File: config.mk
export PLATFORM = sky130hd
export DESIGN_NAME = uart_rx
export DESIGN_NICKNAME = d
export VERILOG_FILES = /design/src/rtl/uart_rx.sv
export SDC_FILE = /design/constraint.sdc
export NUM_CORES = 1
export LEC_CHECK = 0
export ABC_AREA = 1
export CAP_MARGIN = 10
export CORE_AREA = 10 10 67 69
export CTS_CLUSTER_DIAMETER = 200
export DETAILED_ROUTE_END_ITERATION = 10
export DIE_AREA = 0 0 77 79
export DONT_BUFFER_PORTS = 1
export PLACE_DENSITY = 0.7
export SETUP_SLACK_MARGIN = 0.15
export SYNTH_ARGS = -nofsm -noshare
export SYNTH_HDL_FRONTEND = slang
export SYNTH_SLANG_ARGS = --single-unit
File: constraint.sdc
create_clock -name clk -period 1.6 [get_ports clk]
set_input_delay 0.16 -clock clk [delete_from_list [all_inputs] [get_ports clk]]
set_output_delay 0.16 -clock clk [all_outputs]
set_load 0.1 [all_outputs]
File: src/rtl/uart_rx.sv
// UART receiver: 16x oversampled, LSB-first, one start bit, NB_DATA data bits,
// stop bit sampled NB_STOP ticks into the stop period.
module uart_rx #(
  parameter int NB_DATA = 8,
  parameter int NB_STOP = 16
) (
  input  logic               clk,
  input  logic               i_rst_n,
  input  logic               i_tick,
  input  logic               i_rx,
  output logic [NB_DATA-1:0] o_data,
  output logic               o_rxDone,
  output logic               o_frame_err
);

  localparam int NB_BCNT = (NB_DATA > 1) ? $clog2(NB_DATA) : 1;

  typedef enum logic [1:0] {
    IDLE  = 2'd0,
    START = 2'd1,
    DATA  = 2'd2,
    STOP  = 2'd3
  } state_t;

  state_t               r_state;
  logic                 r_rx_meta;
  logic                 r_rx_sync;
  logic [3:0]           r_tick_cnt;
  logic [NB_BCNT-1:0]   r_bit_cnt;
  logic [NB_DATA-1:0]   r_shreg;
  logic [NB_DATA-1:0]   r_data;
  logic                 r_rx_done;
  logic                 r_frame_err;

  // Handshake: o_rxDone is a one-clk valid pulse qualifying o_data; there is
  // no ready/backpressure, and o_data holds until the next o_rxDone.
  assign o_data      = r_data;
  assign o_rxDone    = r_rx_done;
  assign o_frame_err = r_frame_err;

  // Reset value 1 keeps the idle-high line from looking like a start bit.
  always_ff @(posedge clk or negedge i_rst_n) begin
    if (!i_rst_n) begin
      r_rx_meta <= 1'b1;
      r_rx_sync <= 1'b1;
    end else begin
      r_rx_meta <= i_rx;
      r_rx_sync <= r_rx_meta;
    end
  end

  always_ff @(posedge clk or negedge i_rst_n) begin
    if (!i_rst_n) begin
      r_state     <= IDLE;
      r_tick_cnt  <= 4'd0;
      r_bit_cnt   <= '0;
      r_shreg     <= '0;
      r_data      <= '0;
      r_rx_done   <= 1'b0;
      r_frame_err <= 1'b0;
    end else begin
      r_rx_done   <= 1'b0;
      r_frame_err <= 1'b0;
      case (r_state)
        IDLE: begin
          if (!r_rx_sync) begin
            r_state    <= START;
            r_tick_cnt <= 4'd0;
          end
        end
        START: begin
          if (i_tick) begin
            if (r_tick_cnt == 4'd7) begin
              r_tick_cnt <= 4'd0;
              if (!r_rx_sync) begin
                r_state   <= DATA;
                r_bit_cnt <= '0;
              end else begin
                r_state <= IDLE;
              end
            end else begin
              r_tick_cnt <= r_tick_cnt + 4'd1;
            end
          end
        end
        DATA: begin
          if (i_tick) begin
            if (r_tick_cnt == 4'd15) begin
              r_tick_cnt <= 4'd0;
              r_shreg    <= {r_rx_sync, r_shreg[NB_DATA-1:1]};
              if (r_bit_cnt == NB_BCNT'(NB_DATA - 1)) begin
                r_state <= STOP;
              end else begin
                r_bit_cnt <= r_bit_cnt + 1'b1;
              end
            end else begin
              r_tick_cnt <= r_tick_cnt + 4'd1;
            end
          end
        end
        STOP: begin
          if (i_tick) begin
            if (r_tick_cnt == 4'(NB_STOP - 1)) begin
              r_tick_cnt <= 4'd0;
              r_state    <= IDLE;
              if (r_rx_sync) begin
                r_data    <= r_shreg;
                r_rx_done <= 1'b1;
              end else begin
                r_frame_err <= 1'b1;
              end
            end else begin
              r_tick_cnt <= r_tick_cnt + 4'd1;
            end
          end
        end
        default: r_state <= IDLE;
      endcase
    end
  end

endmodule

==> results.md <==
* Status: finished, final reports clean
* GRT Total Usage at 8.59%
* Maximum clock insertion buffer count at 2
* Hold Violations, Final at 0
* Syn nets at 154
* Data arrival, critical path at 1.57 ns
* Flop2flop setup slack at 0.25 ns
* Dpl hpwl at 1790 um
* Drt pass-1 iters at 6
* Largest net degree at the start of global routing at 30
* Die area at 6080 sq um
* Worst setup EP type: flip-flop
* I/O pins at 14
* Htree depth at 2
* Hold path depth at 2
* CP Data Required Time at 1.82 ns
* Max-Cap Viols at 0
* Min Hold Slack at 0.0499 ns
* Cts bufs inserted at 5
* Worst Skew at 0.00991 ns
* Reg2reg start: r_bit_cnt[1]
* Placed insts at 201
* Final GP Congestion at 0.852
* Min Tclk post-route at 1.35 ns
* Critical path fanouts, max at 4
* Top cells by area, synth: dfrtp_1, o21ai_2, nand2_1
* Avg Inst Size Synth at 9.58 sq um
* Period utilization at 84.4%
* Core area at 3230 sq um
* Ys Warns at 0
* Fmax at 740 MHz
* Final ANT Viol Nets at 0
* CP startpoint kind: flip-flop
* Maximum VDD drop at 0.510 mV
* Synth Cell Area at 1410 sq um
* Crit path kind: flip-flop to flip-flop
* Final setup viols at 0
* Vias in the first global route at 975
* # rows at 21
* Worst-Skew Late Latency at 0.32 ns
* CTS tree: done
* WHS Endpoint: o_frame_err
* Initial DRC count at 44
* GRT overflow at 0
* Post-Layout Cell Count at 216
* Max-Slew Margin vs Limit at 82.9%
* Placed cell area at 1520 sq um
* CTS Sinks at 29
* Yosys cell types at 21
* Final Max Slew Viols at 0
* Layout area overhead at 19.2%
* FF-to-FF End: r_bit_cnt[0]
* Antenna violations before repair at 0
* Pwr Density at 1220 nW/um^2
* Min-delay worst type: primary input to flip-flop
* Sequential area share after synthesis at 51.7%
* Root Buffer Master: clkbuf_4
* Leading area contributor after synthesis: dfrtp_1
* PortBufs at 0
* HP Start: i_tick
* Total wire length at 2450 um
* Die Height at 79 um
* Design area at 1680 sq um
* Vias at 1000
* Cells after Synth at 147
* Share of the synthesized area in the top cell type at 48.0%
* DR vias/cell at 4.63
* Wire per inst at 11.3 um
* Total negative slack at 0 ns
* Die Width at 77 um
* Clock transition at path regs at 0.08 ns
* FF+latch count, synth at 29
* RSZ-0062 raised after global routing: false
* Initial core utilization at 43.6%
* Drc violations at 0
* Leakage at 0.807 nW
* ANT cells at 0
* First-pass GRT wire length at 4270 um
* Actual slew at the worst max-slew pin at 0.255 ns
* Worst R2R Path Depth at 10
* Layout cells sized above 1 at 40.6%
* Layout Nets at 176
sequential cells by signal (all words and copies together) (netlist names), named ones only:
name	cells
r_tick_cnt	4
r_bit_cnt	3
r_rx_meta	1
r_shreg	8
o_frame_err	1
o_data	8
r_rx_sync	1
r_state	1
o_rxDone	1
area by class of cell:
| cell class | count | area (sq um) |
|---|---|---|
| clock buffers | 6 | 41.3 |
| clock inverters | 2 | 10.0 |
| fillers | 313 | 1550 |
| inverters | 24 | 90.1 |
| multi-input cells | 92 | 604 |
| flip-flops and latches | 29 | 729 |
| well taps | 46 | 57.6 |
| repair buffers | 17 | 145 |
cell usage after synthesis:
cell     instances
xor2_1           1
inv_1           18
nor2_1           6
dfrtp_1         27
a22o_1           1
ha_1             3
o22ai_1          2
nor2_2           1
nand2_4          1
nand3_1          6
nand3_4          1
nand2_1         37
nand2_2          9
o21ai_2         16
nand4_4          1
a21oi_1          3
nor2_4           3
nor4_1           1
dfstp_2          2
inv_2            6
buf_6            2
cell families after synthesis:
group           share of synthesized area, %
compound gates                          12.5
xor+xnor                               0.622
fa+ha+maj                               2.67
buf+inv                                 8.00
flops                                   51.7
simple gates                            24.4
stage by stage:
step / total power [W] / utilization (%) / worst slack (ns)
after floorplan: 0.00140 / - / 0.266
after global placement: 0.00148 / 47.0 / 0.166
after detailed placement: 0.00153 / 47.0 / 0.111
after CTS: 0.00196 / 50.3 / 0.165
after global routing: 0.00220 / 51.9 / 0.144
final: 0.00204 / 51.9 / 0.249
metal layers:
layer	vias up	routed length [um]	track usage, %	share of wire [%]
met4	0	43	3.83	1.8
met2	16	1260	13.9	52
met3	7	100	3.60	4.1
met5	-	0	0	0
li1	508	-	-	-
met1	469	1040	9.77	42
cells in the final DEF, fill, tap and decap left out, types with 2 or more instances in the layout:
master and instances:
o21ai_2 15, nand2_4 2, nand3_1 5, ha_2 2
dfstp_2 2, clkbuf_4 5, nand2_2 9, inv_2 7
buf_4 14, a21oi_1 3, nand2_1 36, nor2_4 3
dlygate4sd3_1 2, inv_1 17, o22ai_1 2, nor2_1 6
clkinv_2 2, dfrtp_1 26
power by group:
part           switching (W)  internal, W  leakage (nW)
Clock               0.000237     0.000167        0.0320
Combinational       0.000451     0.000261         0.384
Sequential          0.000109     0.000814         0.391
Total               0.000797      0.00124         0.807
how the worst max path moves through the flow:
stage                              from      endpoint  slack, ns  depth (start not counted)
after floorplan           r_tick_cnt[0]     o_data[6]       0.27                          7
after global placement    r_tick_cnt[0]     o_data[4]       0.17                          6
after detailed placement  r_tick_cnt[0]     o_data[1]       0.11                          6
after CTS                  r_bit_cnt[0]  r_bit_cnt[1]       0.17                         10
after global routing       r_bit_cnt[1]  r_bit_cnt[0]       0.14                         10
final                      r_bit_cnt[1]  r_bit_cnt[0]       0.25                         10
critical path, cell delays in order, from the launching register on:
cell	delay, ns
dfrtp_1	0.40
ha_2	0.18
ha_2	0.17
inv_2	0.06
nand2_4	0.06
nand2_4	0.08
o21ai_4	0.07
inv_2	0.05
nand2_2	0.06
nand2_1	0.07
nand2_1	0.05
repair_timing:
item | 4_1_cts | 5_1_grt
endpoints found under the hold margin | 30 | 0
setup buffers | 2 | 2
setup endpoints to repair | 8 | 21
pin swaps | 0 | 0
hold buffers | 3 | 0
resized for setup | 0 | 10
Note: power is estimated with default switching activity, not from simulation.
